--- src/rtl/soma_scan_ctrl.sv ---
// Per-tick neuron sweep: issues soma update/clear requests, captures fired indices
// into a first-word-fall-through FIFO. Optional spike counter: SOMA_SCAN_SPK_CNT_EN.
module soma_scan_ctrl #(
    parameter int NNW = 12,
    parameter int FDW = 4
) (
    input  logic           clk_soma,
    input  logic           rst,
    input  logic           tick,
    input  logic [NNW-1:0] neuron_num,
    input  logic           clear_mode,
    output logic           config_soma_vld,
    output logic [NNW-1:0] config_soma_vm_addr,
    output logic           config_soma_clear,
    input  logic           soma_spk_out_fire,
    output logic           spk_vld,
    output logic [NNW-1:0] spk_addr,
    input  logic           spk_rdy,
`ifdef SOMA_SCAN_SPK_CNT_EN
    output logic [NNW:0]   spk_cnt,
`endif
    output logic           scan_busy,
    output logic           scan_done,
    output logic           tick_miss
);
    localparam int DEPTH = 2**FDW;

    typedef enum logic [1:0] {IDLE, SCAN, DRAIN} state_t;

    state_t         state_q, state_d;
    logic [NNW-1:0] cnt_q, cnt_d;
    logic [NNW-1:0] last_q, last_d;
    logic           mode_q, mode_d;
    logic           vld_q, vld_d;
    logic [NNW-1:0] addr_q, addr_d;
    logic           clr_q, clr_d;

    logic           pvld_q, pclr_q;
    logic [NNW-1:0] paddr_q;

    logic [NNW-1:0] mem_q [DEPTH];
    logic [FDW-1:0] wptr_q, rptr_q;
    logic [FDW:0]   fcnt_q;

    logic [FDW+1:0] occ;
    logic           push, pop, slot_ok, accept;

    assign spk_vld             = (fcnt_q != '0);
    assign spk_addr            = mem_q[rptr_q];
    assign config_soma_vld     = vld_q;
    assign config_soma_vm_addr = addr_q;
    assign config_soma_clear   = clr_q;
    assign accept              = (state_q == IDLE) && tick;

    // Reserve room for the spike being pushed now and for the request already on the bus.
    always_comb begin
        push    = pvld_q && !pclr_q && soma_spk_out_fire;
        pop     = spk_vld && spk_rdy;
        occ     = {1'b0, fcnt_q}
                + {{(FDW+1){1'b0}}, push}
                + {{(FDW+1){1'b0}}, (vld_q && !clr_q)};
        slot_ok = (occ[FDW+1:FDW] == 2'b00);
    end

    always_comb begin
        state_d   = state_q;
        cnt_d     = cnt_q;
        last_d    = last_q;
        mode_d    = mode_q;
        vld_d     = 1'b0;
        addr_d    = addr_q;
        clr_d     = 1'b0;
        scan_busy = (state_q != IDLE);
        scan_done = 1'b0;
        tick_miss = 1'b0;
        case (state_q)
            IDLE: begin
                if (accept) begin
                    state_d = SCAN;
                    last_d  = neuron_num;
                    mode_d  = clear_mode;
                    cnt_d   = '0;
                    if (clear_mode || slot_ok) begin
                        vld_d  = 1'b1;
                        addr_d = '0;
                        clr_d  = clear_mode;
                        cnt_d  = NNW'(1);
                    end
                end
            end
            SCAN: begin
                tick_miss = tick;
                // Equality on the issued address, so the full-range sweep ends without wrapping.
                if (vld_q && (addr_q == last_q)) begin
                    state_d = DRAIN;
                end else if (mode_q || slot_ok) begin
                    vld_d  = 1'b1;
                    addr_d = cnt_q;
                    clr_d  = mode_q;
                    cnt_d  = cnt_q + NNW'(1);
                end
            end
            DRAIN: begin
                tick_miss = tick;
                scan_done = 1'b1;
                state_d   = IDLE;
            end
            default: state_d = IDLE;
        endcase
    end

    always_ff @(posedge clk_soma or posedge rst) begin
        if (rst) begin
            state_q <= IDLE;
            cnt_q   <= '0;
            last_q  <= '0;
            mode_q  <= 1'b0;
            vld_q   <= 1'b0;
            addr_q  <= '0;
            clr_q   <= 1'b0;
            pvld_q  <= 1'b0;
            paddr_q <= '0;
            pclr_q  <= 1'b0;
            wptr_q  <= '0;
            rptr_q  <= '0;
            fcnt_q  <= '0;
        end else begin
            state_q <= state_d;
            cnt_q   <= cnt_d;
            last_q  <= last_d;
            mode_q  <= mode_d;
            vld_q   <= vld_d;
            addr_q  <= addr_d;
            clr_q   <= clr_d;
            pvld_q  <= vld_q;
            paddr_q <= addr_q;
            pclr_q  <= clr_q;
            if (push) wptr_q <= wptr_q + FDW'(1);
            if (pop)  rptr_q <= rptr_q + FDW'(1);
            case ({push, pop})
                2'b10:   fcnt_q <= fcnt_q + (FDW+1)'(1);
                2'b01:   fcnt_q <= fcnt_q - (FDW+1)'(1);
                default: fcnt_q <= fcnt_q;
            endcase
        end
    end

    always_ff @(posedge clk_soma or posedge rst) begin
        if (rst) begin
            for (int i = 0; i < DEPTH; i++) mem_q[i] <= '0;
        end else if (push) begin
            mem_q[wptr_q] <= paddr_q;
        end
    end

`ifdef SOMA_SCAN_SPK_CNT_EN
    logic [NNW:0] spk_cnt_q;

    always_ff @(posedge clk_soma or posedge rst) begin
        if (rst)         spk_cnt_q <= '0;
        else if (accept) spk_cnt_q <= '0;
        else if (push)   spk_cnt_q <= spk_cnt_q + (NNW+1)'(1);
    end

    assign spk_cnt = spk_cnt_q;
`endif

endmodule

--- config.mk ---
export PLATFORM = sky130hd
export DESIGN_NAME = soma_scan_ctrl
export DESIGN_NICKNAME = d
export VERILOG_FILES = /design/src/rtl/soma_scan_ctrl.sv
export SDC_FILE = /design/constraint.sdc
export NUM_CORES = 1
export LEC_CHECK = 0
export CAP_MARGIN = 20
export CORE_MARGIN = 1.5
export CORE_UTILIZATION = 35
export DETAILED_ROUTE_END_ITERATION = 8
export SLEW_MARGIN = 20
export SYNTH_ARGS = -nofsm -noshare
export SYNTH_HDL_FRONTEND = slang
export SYNTH_SLANG_ARGS = --single-unit
--- constraint.sdc ---
create_clock -name clk_soma -period 24.3 [get_ports clk_soma]
set_input_delay 3.645 -clock clk_soma [delete_from_list [all_inputs] [get_ports clk_soma]]
set_output_delay 3.645 -clock clk_soma [all_outputs]
set_load 0.05 [all_outputs]
Word level (Yosys, flattened, before mapping) --
Index checks and enable logic that the tools add are counted.
Operators by class: $add $sub $neg 7, multiply operators 0, divide/modulo/power cells 0, magnitude comparators 3, eq/ne operators 10, shift-type cells 0, mux-type cells 32, bitwise operators 2, reduce and logical (&&, ||, !) cells 22
Operators by type and width (number):
- 192-bit bitwise mux | 1
- 12-bit 2-to-1 mux | 10
- 12-bit binary-select mux with 4-bit select | 1
- 12-bit demux with 4-bit select | 1
- 12-bit case mux with 2 select lines | 2
- 12-bit by 1-bit adder with 12-bit output (second input constant) | 1
- 12-bit equality test | 1
- 1-bit 2-to-1 mux | 11
- 5-bit >= comparator (second input constant) | 2
- 4-bit inverter with 5-bit output | 2
- 5-bit case mux with 2 select lines | 1
- 4-bit by 1-bit adder with 4-bit output (second input constant) | 2
- 2-bit != test (second input constant) | 4
- 1-bit logical AND | 7
- 5-bit by 1-bit adder with 6-bit output | 1
- 6-bit by 1-bit adder with 6-bit output | 1
- 2-bit nonzero test | 3
- 5-bit by 1-bit adder with 5-bit output (second input constant) | 1
- 5-bit by 1-bit less-than comparator with 1-bit output (second input constant) | 1
- 5-bit AND reduction | 1
- 5-bit nonzero test | 1
- 5-bit by 1-bit subtractor with 5-bit output (second input constant) | 1
- 2-bit by 1-bit equality test with 1-bit output (second input constant) | 2
- 2-bit equality test (second input constant) | 2
- other kinds (10) | 16
Word-level totals: register bits after elaboration 260, bits in latches 0, bits in writable memories 0, bits in read-only memories 0, input port bits 18, memories kept 0

Longest topological paths before layout --
Gate-level depths: netlist of run 1.
depth in word-level cells 10, depth in mapped cells 13, mapped depth without buffers 12

Worst setup path after synthesis of run 1 --
OpenSTA, ideal clock, no wires.
kind in2out, start point input port tick, end point output port tick_miss, arrival time 4.052 ns, slack 16.603 ns, cell stages on the path 1, path buffers 0, cell sequence and2_1
Between the ends: cells in the longest elaborated chain, start to end 1
Ends and longest elaborated chain:
- from (decl) | line 9 | input logic tick,
- 1-bit 2-to-1 mux | line 76 | case (state_q)
- to (decl) | line 24 | output logic tick_miss
No other way between the ends.

Worst setup path in the final report of run 1 --
Same ends and word-level chain as after synthesis.

==> flow_summary.yaml, run 1 <==
status:
  outcome: "completed"
sta:
  grt_setup_unrepaired: "no"
  skew_ns: 0.0126
  drv_slew: 0
  period_minus_slack_ns: 8.82
  fin_setup_tns_ns: 0
  timing.final.crit_share_pct: 36.3
  setup_viol: 0
  worst_pin_slew_ns: 1.09
  max-slew-margin-rel_pct: 27.2
  hold_slack_ns: 0.408
  hold_violations: 0
  max_freq_mhz: 113
worst_setup_path:
  startpoint_type: "input port"
  critPathArrivalTime_ns: 5.17
  crit_required_ns: 20.65
  ff2ff_path_depth: 12
  cp_max_fo: 6
  regToRegStartpoint: "fcnt_q[0]"
  reg2reg_slack_ns: 21.70
  critPathKind: "input port to output pin"
  end_kind: "output pin"
  r2r-end: "fcnt_q[4]"
final_layout:
  final_cell_mix: "258 x dfrtp_1, 206 x mux2_2, 48 x mux4_2, 47 x clkdlybuf4s50_1, 29 x clkbuf_16"
  final_cell_count_no_fill: 1281
  n_antenna_cell: 0
  drive_gt1_share_pct: 40.2
  design_area_mm2: 0.0137
  nNetsFinal: 844
  area_growth_pct: 15.4
  final_common_cell: "dfrtp_1"
clock_tree:
  htreeDepth: 1
  clkTransAtPathRegs_ns: 0.06
  clock_latency_ns: 0.54
  clock-root-buffer: "clkbuf_16"
  clockBufferDepth: 3
  cts_resized: 0
  postCtsSetupBuffers: 0
  cts_made_buffers: 28
  cts.sinks: 260
  cts_tree: "built"
  cts_hold_buf: 0
pwr:
  p_per_area_mw_per_mm2: 102
  peakVddDrop_uv: 64.2
  p_leak_nw: 6.37
global_routing:
  grt_pass1_vias: 6846
  grt_pass1_wl_um: 41300
  grt_max_degree: 102
  grt_usage_pct: 15.0
  antenna_found_initial: 0
  grt_overflow: 0
synth:
  yosys-top-cells-area: "dfrtp_1 55%, mux2_2 20%, mux4_2 9.1%, mux4_1 2.7%, xnor2_1 1.8%"
  syn_area_mm2: 0.0119
  ys_types: 52
  synthCells: 771
  synth_area_leader_cell: "dfrtp_1"
  synth-seq-cells: 260
  synth_flop_cell: "dfrtp_1"
  avgSynthCellArea_um2: 15.4
  synth_nets: 804
  synthArstFlopShare_pct: 100
  yosys.area.top_type_share_pct: 54.8
  synth_seq_area_share_pct: 54.8
  synth_edf_count: 0
  yosysWarningCount: 0
route:
  wl_per_cell_um: 19.8
  via_per_inst: 5.10
  final_antenna_net_count: 0
  wl_um: 25400
  dr.pass1.iters: 4
  vias: 6531
  drt-initial-drc-count: 381
  drc_errors: 0
floorplan:
  die_w_um: 187
  start_util_pct: 35.5
  rows: 67
  die_h_um: 187
  io_pins: 48
  die-area_mm2: 0.0351
  core-area_mm2: 0.0334
min_path:
  hold_path_class: "flip-flop to flip-flop"
  min_path_cells: 0
  holdPathEnd: "pclr_q"
  hold_start: "config_soma_clear"
run:
  cap_viol_max_count: 0
place:
  placed_area_mm2: 0.0127
  dp_hpwl_um: 15500
  place_inst: 1228
  port_buffers: 47
  gp_congestion: 0.754
metrics by stage:
step                      total power (W)  worst slack (ns)  util [%]
after floorplan                  0.000872             13.50         -
after global placement           0.000954             15.49      38.0
after detailed placement         0.000961             15.49      38.0
after CTS                         0.00142             15.48      41.0
after global routing              0.00147             15.42      41.0
final                             0.00140             15.48      41.0
cell families after synthesis:
| group | share of synthesized area, % |
|---|---|
| buffers and inverters | 3.17 |
| and+or+nand+nor | 3.98 |
| AOI/OAI and AO/OA | 2.99 |
| adders and majority gates | 1.64 |
| muxes | 31.4 |
| xor gates and xnor gates | 2.06 |
| DFF | 54.8 |
flip-flops by register name (all words and copies together), names as in the netlist:
signal,flops
last_q,12
fcnt_q,5
cnt_q,12
rptr_q,4
config_soma_clear,1
wptr_q,4
mode_q,1
config_soma_vld,1
mem_q,192
paddr_q,12
state_q,2
pvld_q,1
pclr_q,1
config_soma_vm_addr,12
worst max path at each step:
stage               start  depth (start not counted)  slack, ns   endpoint
detailed placement   tick                          3      15.49  tick_miss
floorplan             rst                          1      13.50   cnt_q[0]
finish               tick                          3      15.48  tick_miss
global route         tick                          3      15.42  tick_miss
CTS                  tick                          3      15.48  tick_miss
global placement     tick                          3      15.49  tick_miss
final cells by class:
| type | count | area, um2 |
|---|---|---|
| inverter | 14 | 60.1 |
| sequential | 260 | 6510 |
| multi-input combinational | 444 | 5000 |
| fill | 3081 | 19700 |
| timing repair buffer | 63 | 602 |
| clock inverter | 13 | 171 |
| tap | 448 | 561 |
| clock buffer | 39 | 813 |
Yosys cell counts (4+ instances only):
cell type  instances
o21ai_0            9
a21oi_1           10
mux4_1            12
dfrtp_1          260
nand2_1           20
and2_1             4
buf_6             10
nor2_1            24
nand3_1            8
a22o_1            11
nand4_1            5
clkbuf_1          16
buf_2             19
inv_1             14
buf_4              7
xnor2_1           24
xor2_1             4
ha_1              14
and3_1             4
mux2_2           206
mux4_2            48
layer usage:
layer,track usage (%),wire (um),vias to the layer above
li1,-,-,2919
met1,22.1,12000,3454
met2,23.6,11800,120
met3,1.93,998,38
met4,3.57,545,0
met5,0,0,-
power by group:
part | leakage [nW] | total, W | internal [W] | switching, W
combinational | 2.33 | 0.000379 | 0.000177 | 0.000202
clock | 0.488 | 0.000450 | 0.000276 | 0.000175
sequential | 3.54 | 0.000570 | 0.000502 | 0.0000680
worst max-delay path, cell delays in order:
cell             delay (ns)
clkdlybuf4s50_1        0.57
and2_1                 0.16
clkdlybuf4s50_1        0.79
Power figures use the tool's default switching activity.
==> run 2: changes to the inputs <==
==> constraint.sdc (replaced) <==
create_clock -name clk_soma -period 8.5 [get_ports clk_soma]
set_input_delay 1.275 -clock clk_soma [delete_from_list [all_inputs] [get_ports clk_soma]]
set_output_delay 1.275 -clock clk_soma [all_outputs]
set_load 0.05 [all_outputs]
==> flow_summary.yaml, run 2 (synthesis results as in run 1) <==
final_layout:
  n_antenna_cell: 0
  design_area_mm2: 0.0137
  regMostFlops: "mem_q"
  area_growth_pct: 15.6
  final_common_cell: "dfrtp_1"
  largest_register_ffs: 192
  final_cell_mix: "258 x dfrtp_1, 206 x mux2_2, 48 x mux4_2, 47 x clkdlybuf4s50_1, 29 x clkbuf_16"
  nNetsFinal: 847
  drive_gt1_share_pct: 40.0
  fin_util_pct: 41.1
pwr:
  p_comb_share_pct: 27.4
  seqPwrFrac_pct: 41.0
  p_per_area_mw_per_mm2: 289
  p_sw_share_pct: 31.8
  p_switching_w: 0.00126
  p_leak_nw: 6.38
  p_int_w: 0.00271
  p_clk_share_pct: 31.6
  peakVddDrop_uv: 186
worst_setup_path:
  path_cells: "buf_4, mux4_1, mux4_2, clkdlybuf4s50_1"
  cp_max_fo: 47
  critical_path.top_delay_family: "buffers and inverters"
  max_stage_delay_ns: 0.72
  startpoint_type: "flip-flop"
  end_kind: "output pin"
  critPathSlowestCell: "clkdlybuf4s50_1"
  critPathKind: "flip-flop to output pin"
  cp-startpoint: "rptr_q[0]"
  regToRegStartpoint: "fcnt_q[0]"
  path_buf_inv: 2
  critPathArrivalTime_ns: 3.60
  crit_required_ns: 7.22
floorplan:
  rows: 67
  start_util_pct: 35.5
  die_w_um: 187
  die-area_mm2: 0.0351
  io_pins: 48
  die_h_um: 187
  core-area_mm2: 0.0334
global_routing:
  grt_overflow: 0
  grt_pass1_wl_um: 41600
  grt_pass1_vias: 6939
  grt_usage_pct: 15.2
  antenna_found_initial: 0
  grt_max_degree: 144
min_path:
  hold_start: "config_soma_clear"
  hold_path_class: "flip-flop to flip-flop"
route:
  wl_um: 25800
  drc_errors: 0
  wl_per_cell_um: 20.1
  dr.pass1.iters: 4
  via_per_inst: 5.13
  vias: 6576
  final_antenna_net_count: 0
  drt-initial-drc-count: 348
clock_tree:
  clockBufferDepth: 3
  htreeDepth: 1
  postCtsSetupBuffers: 0
  cts_made_buffers: 29
  clock-root-buffer: "clkbuf_16"
  cts_hold_buf: 0
  cts_tree: "built"
  cts.sinks: 260
  clock_latency_ns: 0.55
  clkTransAtPathRegs_ns: 0.06
  cts_resized: 0
sta:
  timing.final.crit_share_pct: 57.4
  skew_ns: 0.0160
  period_minus_slack_ns: 4.88
  worst_pin_slew_ns: 1.08
  max_freq_mhz: 205
  max-slew-margin-rel_pct: 27.5
  setup_viol: 0
  hold_slack_ns: 0.414
  fin_setup_tns_ns: 0
  drv_slew: 0
  hold_violations: 0
  fin_ws_ns: 3.62
  grt_setup_unrepaired: "no"
status:
  outcome: "completed"
place:
  dp_slack_ns: 4.13
  gp_congestion: 0.738
  placed_area_mm2: 0.0127
  dp_hpwl_um: 15800
  port_buffers: 47
run:
  cap_viol_max_count: 0
-- run 2: cell types whose count changed in the layout (fill, tap and decap cells not counted) --
cell,change
clkbuf_8,+1
clkinv_2,-2
inv_6,-1
bufinv_16,-1
clkinvlp_4,-1
buf_16,+1
clkinv_4,+1
clkbuf_1,+2
buf_12,+1
-- run 2: final timing paths --
check,end,slack (ns),cells after the start
setup / recovery,spk_addr[7],3.62,4
setup reg to reg,fcnt_q[4],5.83,12
min in group asynchronous,state_q[0],1.11,2
hold / removal,pclr_q,0.41,0
max in group asynchronous,rptr_q[1],6.45,3
hold reg to reg,pclr_q,0.41,0
-- run 2: layout make-up --
type | count | area (um2)
Clock inverter | 9 | 124
Fill cell | 3003 | 19700
Clock buffer | 42 | 835
Multi-Input combinational cell | 444 | 5000
Tap cell | 448 | 561
Inverter | 14 | 60.1
Timing Repair Buffer | 65 | 649
Sequential cell | 260 | 6510
-- run 2: per-layer routing --
metal | vias to the layer above | GRT usage (%) | part of all wire (%)
li1 | 2921 | - | -
met1 | 3498 | 21.7 | 47
met2 | 118 | 24.1 | 46
met3 | 39 | 2.50 | 3.5
met4 | 0 | 4.25 | 2.5
met5 | - | 0 | 0
-- run 2: worst reg2reg max path: stages, from the launching register on --
cell	delay (ns)
dfrtp_1	0.45
nor4_1	0.32
nand2_1	0.13
and2_1	0.25
ha_1	0.27
inv_1	0.12
fa_1	0.22
inv_1	0.05
a21o_1	0.17
a21oi_1	0.19
xnor2_1	0.15
nor2_1	0.07
xor2_1	0.15
-- run 2: power groups by stage --
stage / combinational, W / sequential, W / clock, W
3_5_place_dp: 0.00110 / 0.00165 / 0
5_1_grt: 0.00118 / 0.00166 / 0.00134
6_report: 0.00109 / 0.00163 / 0.00125
3_3_place_gp: 0.00108 / 0.00165 / 0
2_1_floorplan: 0.000893 / 0.00160 / 0
4_1_cts: 0.00110 / 0.00163 / 0.00129
-- run 2: stage by stage --
step / std cells / total power, W
after floorplan: 771 / 0.00249
after global placement: 1228 / 0.00272
after detailed placement: 1229 / 0.00275
after CTS: 1280 / 0.00402
after global routing: 1282 / 0.00417
final: 1282 / 0.00397
==> run 3: changes to the inputs <==
==> constraint.sdc (replaced) <==
create_clock -name clk_soma -period 4.6 [get_ports clk_soma]
set_input_delay 0.69 -clock clk_soma [delete_from_list [all_inputs] [get_ports clk_soma]]
set_output_delay 0.69 -clock clk_soma [all_outputs]
set_load 0.05 [all_outputs]
==> flow_summary.yaml, run 3 (synthesis results as in run 1) <==
place:
  gp_congestion: 0.726
  dp_hpwl_um: 16300
  port_buffers: 47
  place_inst: 1237
worst_setup_path:
  crit_required_ns: 3.91
  path_buf_inv: 2
  critPathKind: "flip-flop to output pin"
  critPathArrivalTime_ns: 3.51
  critPathSlowestCell: "clkdlybuf4s50_1"
  max_stage_delay_ns: 0.72
  path_cells: "buf_4, mux4_1, mux4_2, clkdlybuf4s50_1"
  end_kind: "output pin"
  cp_max_fo: 20
  startpoint_type: "flip-flop"
  critical_path.top_delay_family: "buffers and inverters"
pwr:
  peakVddDrop_uv: 278
  p_leak_nw: 6.43
  p_per_area_mw_per_mm2: 543
global_routing:
  grt_overflow: 0
  grt_pass1_vias: 7112
  grt_max_degree: 126
  grt_usage_pct: 15.5
  grt_pass1_wl_um: 42400
  antenna_found_initial: 0
floorplan:
  start_util_pct: 35.5
  rows: 67
  die-area_mm2: 0.0351
  core-area_mm2: 0.0334
  die_h_um: 187
  io_pins: 48
  die_w_um: 187
clock_tree:
  clock_latency_ns: 0.55
  cts_resized: 0
  htreeDepth: 1
  cts.sinks: 260
  clkTransAtPathRegs_ns: 0.06
  clock-root-buffer: "clkbuf_16"
  clockBufferDepth: 3
  cts_tree: "built"
  cts_made_buffers: 29
  postCtsSetupBuffers: 0
  cts_hold_buf: 0
route:
  wl_um: 26200
  final_antenna_net_count: 0
  via_per_inst: 5.10
  drc_errors: 0
  wl_per_cell_um: 20.3
  drt-initial-drc-count: 337
  vias: 6585
  dr.pass1.iters: 4
final_layout:
  final_cell_count_no_fill: 1291
  final_cell_mix: "258 x dfrtp_1, 206 x mux2_2, 48 x mux4_2, 47 x clkdlybuf4s50_1, 29 x clkbuf_16"
  drive_gt1_share_pct: 40.8
  fin_util_pct: 41.5
  final_common_cell: "dfrtp_1"
  regMostFlops: "mem_q"
  fillCellCount: 3080
  largest_register_ffs: 192
  n_antenna_cell: 0
  nNetsFinal: 853
  area_growth_pct: 16.7
sta:
  drv_slew: 0
  max_freq_mhz: 238
  skew_ns: 0.0235
  max-slew-margin-rel_pct: 41.2
  period_minus_slack_ns: 4.20
  setup_viol: 0
  grt_setup_unrepaired: "no"
  worst_pin_slew_ns: 0.882
  hold_slack_ns: 0.399
  fin_setup_tns_ns: 0
  hold_violations: 0
  timing.final.crit_share_pct: 91.3
run:
  cap_viol_max_count: 0
status:
  outcome: "completed"
min_path:
  hold_path_class: "flip-flop to flip-flop"
## run 3: routing by layer
| metal | part of all wire, % | wire (um) | track usage [%] | up-vias |
|---|---|---|---|---|
| li1 | - | - | - | 2941 |
| met1 | 47 | 12400 | 21.5 | 3514 |
| met2 | 48 | 12600 | 25.9 | 92 |
| met3 | 3.0 | 790 | 2.10 | 38 |
| met4 | 1.7 | 442 | 3.41 | 0 |
| met5 | 0 | 0 | 0 | - |
## run 3: worst register-to-register path, stage by stage, from the launching register on
cell and delay [ns]:
dfrtp_1 0.44, nor4_1 0.30, nand2_1 0.12, and2_1 0.27, ha_1 0.28, inv_1 0.12, fa_1 0.22, inv_1 0.05
a21o_1 0.16, a21oi_1 0.17, xnor2_1 0.15, nor2_1 0.07, xor2_1 0.14
## run 3: stage by stage
step / area, um2 / setup WS [ns] / power [W]
after global routing: 13900 / 0.226 / 0.00795
final: 13900 / 0.398 / 0.00753
after detailed placement: 12800 / 0.924 / 0.00512
after CTS: 13900 / 0.318 / 0.00763
after floorplan: 11900 / 0.482 / 0.00461
after global placement: 12800 / 0.946 / 0.00508
## run 3: final timing paths
kind / slack [ns] / cells after the start / from / to
worst min-delay path: 0.40 / 0 / config_soma_clear / pclr_q
worst max-delay path: 0.40 / 4 / rptr_q[0] / spk_addr[8]
max in group asynchronous: 2.86 / 3 / rst / paddr_q[1]
worst min register to register: 0.40 / 0 / config_soma_clear / pclr_q
worst max register to register: 1.99 / 12 / fcnt_q[0] / fcnt_q[4]
min in group asynchronous: 0.61 / 2 / rst / fcnt_q[1]
## run 3: layout make-up
class	count	area (um2)	share of cell area, %
well taps	448	561	4.04
clock inverters	14	215	1.55
repair buffers	71	701	5.05
multi-input cells	444	5000	36.0
flip-flops and latches	260	6510	46.9
inverters	14	56.3	0.406
clock buffers	40	827	5.96
## run 3: report_power, final
part / leakage, nW / internal [W] / switching, W
logic: 2.38 / 0.000965 / 0.00104
registers: 3.54 / 0.00265 / 0.000383
clock network: 0.507 / 0.00154 / 0.000945
total: 6.43 / 0.00516 / 0.00237
